**src/rtl/clock_hms.sv**
```systemverilog
// Time-of-day counter: divides the system clock to a 1 Hz tick, keeps HH:MM:SS as
// six BCD digits, accepts per-field set increments and flags the 23:59:59 -> 00:00:00 wrap.
module clock_hms #(
    parameter int TICK_DIV = 50_000_000
) (
    input  logic        Clk,
    input  logic        Reset,
    input  logic        run,
    input  logic [2:0]  cnt_inc,
    output logic        full_flag,
    output logic        sec_tick,
    output logic [31:0] Data
);

    localparam int DW = (TICK_DIV > 2) ? $clog2(TICK_DIV) : 1;
    localparam logic [DW-1:0] DIV_MAX = DW'(TICK_DIV - 1);

    logic [DW-1:0] div_cnt_q, div_cnt_d;
    logic          sec_tick_q, sec_tick_d;
    logic [7:0]    sec_q, sec_d;
    logic [7:0]    min_q, min_d;
    logic [7:0]    hr_q, hr_d;
    logic [31:0]   data_q, data_d;

    logic          set_any;
    logic          tick_adv;
    logic          at_day_end;

    // Packed BCD pair {tens, units}, wrapping 59 -> 00.
    function automatic logic [7:0] inc_bcd60(input logic [7:0] v);
        logic [7:0] r;
        r = v;
        if (v[3:0] == 4'd9) begin
            r[3:0] = 4'd0;
            r[7:4] = (v[7:4] == 4'd5) ? 4'd0 : v[7:4] + 4'd1;
        end else begin
            r[3:0] = v[3:0] + 4'd1;
        end
        return r;
    endfunction

    // Packed BCD pair {tens, units}, wrapping 23 -> 00.
    function automatic logic [7:0] inc_bcd24(input logic [7:0] v);
        logic [7:0] r;
        r = v;
        if (v == 8'h23) begin
            r = 8'h00;
        end else if (v[3:0] == 4'd9) begin
            r[3:0] = 4'd0;
            r[7:4] = v[7:4] + 4'd1;
        end else begin
            r[3:0] = v[3:0] + 4'd1;
        end
        return r;
    endfunction

    assign set_any    = |cnt_inc;
    assign tick_adv   = sec_tick_q & run & ~set_any;
    assign at_day_end = (sec_q == 8'h59) && (min_q == 8'h59) && (hr_q == 8'h23);

    always_comb begin
        div_cnt_d  = div_cnt_q;
        sec_tick_d = 1'b0;
        if (run) begin
            sec_tick_d = (div_cnt_q == DIV_MAX);
            div_cnt_d  = (div_cnt_q == DIV_MAX) ? '0 : div_cnt_q + 1'b1;
        end
    end

    // A set increment takes precedence over a coincident tick, which is dropped.
    always_comb begin
        sec_d = sec_q;
        min_d = min_q;
        hr_d  = hr_q;
        if (set_any) begin
            if (cnt_inc[0]) sec_d = inc_bcd60(sec_q);
            if (cnt_inc[1]) min_d = inc_bcd60(min_q);
            if (cnt_inc[2]) hr_d  = inc_bcd24(hr_q);
        end else if (tick_adv) begin
            sec_d = inc_bcd60(sec_q);
            if (sec_q == 8'h59) begin
                min_d = inc_bcd60(min_q);
                if (min_q == 8'h59) hr_d = inc_bcd24(hr_q);
            end
        end
    end

    always_comb begin
        data_d = {sec_q[3:0], sec_q[7:4], min_q[3:0], min_q[7:4],
                  hr_q[3:0], hr_q[7:4], 4'h0, 4'h1};
    end

    always_ff @(posedge Clk) begin
        if (Reset) begin
            div_cnt_q  <= '0;
            sec_tick_q <= 1'b0;
            sec_q      <= 8'h00;
            min_q      <= 8'h00;
            hr_q       <= 8'h00;
            data_q     <= 32'h0000_0001;
        end else begin
            div_cnt_q  <= div_cnt_d;
            sec_tick_q <= sec_tick_d;
            sec_q      <= sec_d;
            min_q      <= min_d;
            hr_q       <= hr_d;
            data_q     <= data_d;
        end
    end

    assign full_flag = tick_adv & at_day_end;
    assign sec_tick  = sec_tick_q;
    assign Data      = data_q;

endmodule
```
**config.mk**
```make
export PLATFORM = sky130hd
export DESIGN_NAME = clock_hms
export DESIGN_NICKNAME = d
export VERILOG_FILES = /design/src/rtl/clock_hms.sv
export SDC_FILE = /design/constraint.sdc
export NUM_CORES = 1
export LEC_CHECK = 0
export ABC_AREA = 1
export BUFFER_PORTS_ARGS = -buffer_cell sky130_fd_sc_hd__buf_4
export CAP_MARGIN = 15
export CORE_UTILIZATION = 40
export DETAILED_ROUTE_END_ITERATION = 12
export GPL_TIMING_DRIVEN = 0
export RECOVER_POWER = 100
export REMOVE_ABC_BUFFERS = 1
export SYNTH_ARGS = -nofsm -noshare
export SYNTH_HDL_FRONTEND = slang
export SYNTH_SLANG_ARGS = --single-unit
```
**constraint.sdc**
```tcl
create_clock -name Clk -period 2.3 [get_ports Clk]
set_clock_uncertainty 0.1 [all_clocks]
set_input_delay 0.69 -clock Clk [delete_from_list [all_inputs] [get_ports Clk]]
set_output_delay 0.69 -clock Clk [all_outputs]
set_load 0.05 [all_outputs]
```
## After elaboration in Yosys (flattened, before gate mapping)

Cells that the tools add are included.

- Bitwise operators: 5
- Muxes and demuxes: 22
- Equality and inequality tests: 12
- Reductions and logical operators: 10
- Add/subtract/negate cells: 7

Operators with widths:

| operator | number |
|---|---|
| 8-bit two-way mux | 13 |
| 4-bit two-way mux | 8 |
| 26-bit by 1-bit adder with 26-bit output (second input constant) | 1 |
| 26-bit equality test (second input constant) | 1 |
| 26-bit two-way mux | 1 |
| 4-bit by 1-bit adder with 4-bit output (second input constant) | 6 |
| 8-bit by 7-bit equality test with 1-bit output (second input constant) | 2 |
| 4-bit equality test (second input constant) | 3 |
| 4-bit by 3-bit equality test with 1-bit output (second input constant) | 2 |
| 8-bit by 6-bit equality test with 1-bit output (second input constant) | 1 |
| 2-bit inequality test (second input constant) | 3 |
| 2-bit nonzero test | 3 |
| 4-bit AND reduction | 1 |
| 1-bit AND | 3 |
| 3-bit AND reduction | 1 |
| 3-bit OR reduction | 1 |
| 1-bit logical AND | 2 |
| 1-bit inverter | 2 |
| 2-bit AND reduction | 1 |
| 2-bit OR reduction | 1 |

- Logic and storage cells: 63
- Register bits: 83
- Input bits: 6
- Output and inout port bits: 34

## Depth between registers and ports, before layout

Gate-level depths: netlist (run 1).

- Word-level depth: 7
- Depth in mapped cells: 10

## Worst setup path before layout (run 1)

No wires, ideal clock.

- Kind: input-to-output
- Start: input port cnt_inc[2]
- End: output port full_flag
- Stages on the path: 5
- Setup slack: -0.655 ns
- Arrival: 2.165 ns
- Path buffers: 0
- Cells stage by stage: inv_1 -> nand3_1 -> inv_1 -> nand3_1 -> nor3_1

- Longest elaborated chain between the ends: 4

RTL lines:

| what | line | source |
|---|---|---|
| start, declared | 9 | `input logic [2:0] cnt_inc,` |
| 3-bit OR reduction | 57 | `assign set_any = \|cnt_inc;` |
| 1-bit inverter | 58 | `assign tick_adv = sec_tick_q & run & ~set_any;` |
| 1-bit AND | 58 |  |
| 1-bit AND | 111 | `assign full_flag = tick_adv & at_day_end;` |
| end, declared | 10 | `output logic full_flag,` |

Every way passes these cells.

## Final worst setup path (run 1)

- Start: register hr_q[0]
- End: output port full_flag

- Longest elaborated chain between the ends: 3

RTL lines:

| what | line | source |
|---|---|---|
| start, declared | 22 | `logic [7:0] hr_q, hr_d;` |
| start signal, assigned | 106 | `hr_q <= hr_d;` |
| 8-bit by 6-bit equality test with 1-bit output | 59 | `assign at_day_end = (sec_q == 8'h59) && (min_q == 8'h59) && (hr_q == 8'h23);` |
| 1-bit logical AND | 59 |  |
| 1-bit AND | 111 |  |

Every way passes these cells.

==> impl_metrics.env, run 1 <==
export IMPL_final_core_util_pct=47.7
export IMPL_drv_slew=0
export IMPL_cp_required_ps=1510
export IMPL_gpl_final_weighted_congestion=0.795
export IMPL_numCtsBuffers=9
export IMPL_synth_warnings=0
export IMPL_overflow=0
export IMPL_cap_violations=0
export IMPL_finalHoldViolations=0
export IMPL_n_fill_cell=835
export IMPL_syn_avg_cell_area_um2=7.20
export IMPL_synth_edf_count=0
export IMPL_ant_nets=0
export IMPL_antenna_found_initial=0
export IMPL_async_reset_ff_share_pct=0
export IMPL_wl_per_cell_um=10.8
export IMPL_worstHoldPathType="flip-flop to flip-flop"
export IMPL_grt_pass1_wl_mm=11.6
export IMPL_dp_slack_ps=-212
export IMPL_placed_area_mm2=0.00376
export IMPL_synth_seq_cells=75
export IMPL_rsz0062_at_grt="yes"
export IMPL_setup_violations=0
export IMPL_syn_area_mm2=0.00347
export IMPL_syn_to_final_growth_pct=13.9
export IMPL_syn_inst=482
export IMPL_drc_errors=0
export IMPL_dr_pass1_iters=4
export IMPL_detail_route_wirelength_mm=6.83
export IMPL_chipWidth_um=95.2
export IMPL_drt_iter0_drc=107
export IMPL_io_buffers=31
export IMPL_drive_above_1_share_pct=12.3
export IMPL_p_per_area_mw_per_mm2=628
export IMPL_clk_path_buf_depth=2
export IMPL_coreArea_mm2=0.00830
export IMPL_cts_tree="done"
export IMPL_final_nets=535
export IMPL_timing_final_ws_setup_ps=17.4
export IMPL_die_area_mm2=0.00906
export IMPL_synthTopCellsByCount="nand2_1, nor2_1, dfxtp_1, inv_1, a21oi_1"
export IMPL_synth_most_common_cell="nand2_1"
export IMPL_period_needed_ps=2280
export IMPL_start_util_pct=41.8
export IMPL_worst_pin_slew_ps=908
export IMPL_status="complete, no violations"
export IMPL_grt_pass1_vias=2638
export IMPL_clk_insertion_delay_late_ps=350
export IMPL_cp_start_kind="flip-flop"
export IMPL_yosys_most_used_dff="dfxtp_1"
export IMPL_cts_root_buf="clkbuf_8"
export IMPL_grtUsageTotal_pct=16.6
export IMPL_vias=2905
export IMPL_synth_top_area_share_pct=43.2
export IMPL_h_tree_depth=3
export IMPL_ys_top_cells_by_area="dfxtp_1, nand2_1, nor2_1, inv_1, xor2_1"
export IMPL_finalCritPeriodShare_pct=99.2
export IMPL_yosysUniqueCellTypes=36
export IMPL_clkTransAtPathRegs_ps=80
export IMPL_top_level_ports=40
export IMPL_yosys_area_top_type="dfxtp_1"
export IMPL_slew_headroom_pct=38.8
export IMPL_fmax_mhz=438
export IMPL_worstPathArrival_ps=1490
export IMPL_vias_per_cell=4.59
export IMPL_clock_sinks=75
export IMPL_worstSetupEndpointType="primary output"
export IMPL_synth_seq_area_share_pct=43.2
export IMPL_dp_final_hpwl_mm=4.69
export IMPL_ctsHoldBuffers=0
export IMPL_cp_max_fo=2
export IMPL_grt_max_degree=46
export IMPL_rows=33
export IMPL_antenna_cells=0
export IMPL_die_h_um=95.2
export IMPL_crit_type="flip-flop to primary output"
export IMPL_ir_worst_vdd_v=0.000273
export IMPL_p_leak_nw=1.63
export IMPL_finalInstanceArea_mm2=0.00396
==> repair_timing <==
action	4_1_cts	5_1_grt
buffers inserted	8	0
resized for setup	27	10
setup endpoints to repair	1	1
pin swaps	8	3
==> placed cells by master, fill, tap and decap left out, types with 2 or more instances in the layout <==
cell type | netlist | routed
nand3_4 | 0 | 2
inv_1 | 69 | 60
nand2_2 | 3 | 5
nor2_1 | 84 | 87
xor2_1 | 16 | 16
nand2_1 | 106 | 105
buf_4 | 8 | 11
clkbuf_8 | 0 | 9
clkinvlp_4 | 0 | 3
and2_1 | 2 | 2
nor2_4 | 4 | 4
a21oi_1 | 18 | 18
nor3_4 | 1 | 2
ha_1 | 6 | 5
clkbuf_4 | 0 | 2
nor3_1 | 11 | 10
nand4_1 | 12 | 12
nor3b_1 | 2 | 2
inv_2 | 2 | 11
dfxtp_2 | 0 | 5
nand3_1 | 17 | 18
nand3_2 | 5 | 2
clkbuf_1 | 3 | 26
xnor2_1 | 2 | 2
o21ai_0 | 14 | 16
conb_1 | 2 | 8
dfxtp_1 | 75 | 69
==> registers in the layout (all words and copies together) (netlist names) <==
register and count:
div_cnt_q 26, Data 24, hr_q 8, min_q 8
sec_q 8, sec_tick 1
==> critical path, cell delays in order (launching register included) <==
cell     delay [ps]
dfxtp_2         360
ha_4            140
inv_2            50
nor3_4          180
nand2_2         100
nor3_4          130
buf_6           180
==> final cells by class <==
type                       instances  area (µm²)  area share (%)
multi-input combinational        327        1650            41.7
clock inverter                     6        66.3            1.68
timing repair buffer              39         203            5.12
sequential                        75        1510            38.2
tap                              105         131            3.32
clock buffer                      10         128            3.23
inverter                          71         267            6.74
==> power by group <==
group          total (mW)  internal, mW  switching [mW]
clock network        1.00         0.501           0.502
registers            1.33          1.32          0.0147
logic               0.151        0.0332           0.118
==> worst paths after layout <==
check	startpoint	slack, ps	cells past startpoint	endpoint
max	hr_q[0]	20	6	full_flag
min	min_q[5]	360	2	Data[17]
max reg2reg	div_cnt_q[1]	330	9	div_cnt_q[22]
min reg2reg	min_q[5]	360	2	Data[17]
==> stage by stage <==
| stage | setup TNS, ps | cells | total power, mW | hold WS (ps) |
|---|---|---|---|---|
| after floorplan | -655 | 473 | 1.47 | 335 |
| after global placement | -254 | 609 | 1.51 | 353 |
| after detailed placement | -212 | 609 | 1.51 | 359 |
| after CTS | 0 | 633 | 2.53 | 365 |
| after global routing | -53.8 | 633 | 2.60 | 399 |
| final | 0 | 633 | 2.48 | 364 |
==> metal layers <==
metal / GRT usage [%] / share of wire (%)
met1: 20.6 / 48
met2: 27.2 / 47
met3: 3.11 / 4.0
met4: 8.84 / 1.3
met5: 0 / 0
==> cell families (layout without fill, tap and decap cells) <==
family                     after synthesis  in the layout  synth area share, %
AOI/OAI and AO/OA                       38             38                 5.77
xor gates and xnor gates                18             18                 4.54
adders and majority gates                6              6                 2.16
buffers and inverters                   86            126                 10.5
DFF                                     75             75                 43.2
muxes                                    1              1                0.288
other                                    2              8                0.216
and+or+nand+nor                        256            256                 33.3
Note: power is estimated with default switching activity, not from simulation.
==> run 2, diff against run 1 <==
--- a/config.mk
+++ b/config.mk
@@ -13,6 +13,8 @@
 export GPL_TIMING_DRIVEN = 0
 export RECOVER_POWER = 100
 export REMOVE_ABC_BUFFERS = 1
+export SETUP_SLACK_MARGIN = 0.02
 export SYNTH_ARGS = -nofsm -noshare
 export SYNTH_HDL_FRONTEND = slang
 export SYNTH_SLANG_ARGS = --single-unit
+export TNS_END_PERCENT = 10
==> impl_metrics.env, run 2 (synthesized netlist as in run 1, its figures left out) <==
export IMPL_cp_top_family="buffers and inverters"
export IMPL_regMostFlops="div_cnt_q"
export IMPL_overflow=0
export IMPL_setup_violations=0
export IMPL_ant_nets=0
export IMPL_start_util_pct=41.8
export IMPL_worstHoldPathType="flip-flop to flip-flop"
export IMPL_cts_tree="done"
export IMPL_dp_final_hpwl_mm=4.69
export IMPL_cp_num_buf_inv=4
export IMPL_max_stage_delay_ps=190
export IMPL_ir_worst_vdd_v=0.000273
export IMPL_finalHoldViolations=0
export IMPL_p_leak_nw=1.64
export IMPL_wl_per_cell_um=10.8
export IMPL_grt_pass1_wl_mm=11.7
export IMPL_dp_cells=609
export IMPL_met1_length_mm=3.28
export IMPL_top_layer="met4"
export IMPL_fin_tns_setup_ps=0
export IMPL_slowest_stage="nor3_4"
export IMPL_largest_register_ffs=26
export IMPL_cp_required_ps=1510
export IMPL_grt_max_degree=46
export IMPL_die_area_mm2=0.00906
export IMPL_rows=33
export IMPL_n_fill_cell=835
export IMPL_worstPathArrival_ps=1490
export IMPL_final_cell_mix="nand2_1, nor2_1, dfxtp_1"
export IMPL_slew_headroom_pct=38.8
export IMPL_drc_errors=0
export IMPL_p_per_area_mw_per_mm2=627
export IMPL_worst_pin_slew_ps=909
export IMPL_drv_slew=0
export IMPL_cts_root_buf="clkbuf_8"
export IMPL_grt_pass1_vias=2654
export IMPL_cp_max_fo=2
export IMPL_crit_chain="clkbuf_4, inv_2, nand3_2, inv_2, nand3_4, nor3_4, buf_6"
export IMPL_worstSetupEndpointType="primary output"
export IMPL_drt_iter0_drc=126
export IMPL_clk_path_buf_depth=2
export IMPL_die_h_um=95.2
export IMPL_syn_to_final_growth_pct=14.4
export IMPL_drive_above_1_share_pct=13.0
export IMPL_final_common_cell="nand2_1"
export IMPL_h_tree_depth=3
export IMPL_fmax_mhz=439
export IMPL_clkTransAtPathRegs_ps=80
export IMPL_detail_route_wirelength_mm=6.88
export IMPL_cpMostUsedCell="inv_2"
export IMPL_clock_sinks=75
export IMPL_numCtsBuffers=9
export IMPL_coreArea_mm2=0.00830
export IMPL_antenna_found_initial=0
export IMPL_final_nets=537
export IMPL_finalCritPeriodShare_pct=99.0
export IMPL_fin_cells=635
export IMPL_clk_insertion_delay_late_ps=350
export IMPL_top_level_ports=40
export IMPL_crit_type="input port to primary output"
export IMPL_dr_pass1_iters=4
export IMPL_gpl_final_weighted_congestion=0.795
export IMPL_fin_hold_ws_ps=358
export IMPL_period_needed_ps=2280
export IMPL_grtUsageTotal_pct=16.7
export IMPL_antenna_cells=0
export IMPL_ctsHoldBuffers=0
export IMPL_status="complete, no violations"
export IMPL_ff_latch_area_mm2=0.00151
export IMPL_vias=2908
export IMPL_multi_input_area_mm2=0.00165
export IMPL_cp_start_kind="input port"
export IMPL_cap_violations=0
export IMPL_met3_length_um=291
export IMPL_chipWidth_um=95.2
export IMPL_routed_wl_met2_mm=3.21
export IMPL_rsz0062_at_grt="yes"
export IMPL_io_buffers=31
export IMPL_vias_per_cell=4.58
[run 2: changes by cell type in the layout (fill, tap and decap cells not counted), sizes merged]
| cell | previous run | this run |
|---|---|---|
| buf | 12 | 14 |
[run 2: timing repair]
item                                    4_1_cts  5_1_grt
endpoints found under the setup margin        1        1
buffers inserted                              9        1
gates resized for setup                      31        7
pin swaps                                    11        2
[run 2: final timing paths]
| path | from | to | slack (ps) | cells after the start |
|---|---|---|---|---|
| max | cnt_inc[2] | full_flag | 20 | 7 |
| max reg2reg | div_cnt_q[1] | div_cnt_q[22] | 330 | 9 |
| min reg2reg | sec_q[2] | Data[30] | 360 | 2 |
| min | sec_q[2] | Data[30] | 360 | 2 |
[run 2: cell type report]
type / count / area share, %
multi-input cells: 327 / 41.6
clock inverters: 6 / 1.67
inverters: 71 / 6.71
flip-flops and latches: 75 / 38.0
clock buffers: 10 / 3.21
repair buffers: 41 / 5.48
well taps: 105 / 3.31
[run 2: power breakdown]
group | total, mW | internal (mW) | switching (mW)
clock | 1.01 | 0.501 | 0.504
sequential | 1.33 | 1.32 | 0.0142
combinational | 0.153 | 0.0345 | 0.119
[run 2: worst reg2reg max path: stages (launching register included)]
cell and delay [ps]:
dfxtp_1 380, ha_1 160, inv_1 50, nor3_1 450
nand3_1 270, nor2_1 210, nand2_1 90, nand2_1 70
nand2_1 50, nor2_1 90
[run 2: per-layer routing]
metal | global-route usage (%) | vias to the layer above
met5 | 0 | -
met4 | 8.84 | 0
met3 | 3.11 | 9
met2 | 27.4 | 50
met1 | 20.8 | 1287
li1 | - | 1562
[run 2: per-stage QoR]
step	util [%]	total power [mW]	setup WS (ps)	area, µm²
finish	47.9	2.49	22.5	3970
global placement	45.3	1.51	-254	3760
CTS	49.5	2.53	10.9	4110
floorplan	-	1.47	-655	3400
detailed placement	45.3	1.51	-212	3760
global route	47.9	2.60	-44.2	3970
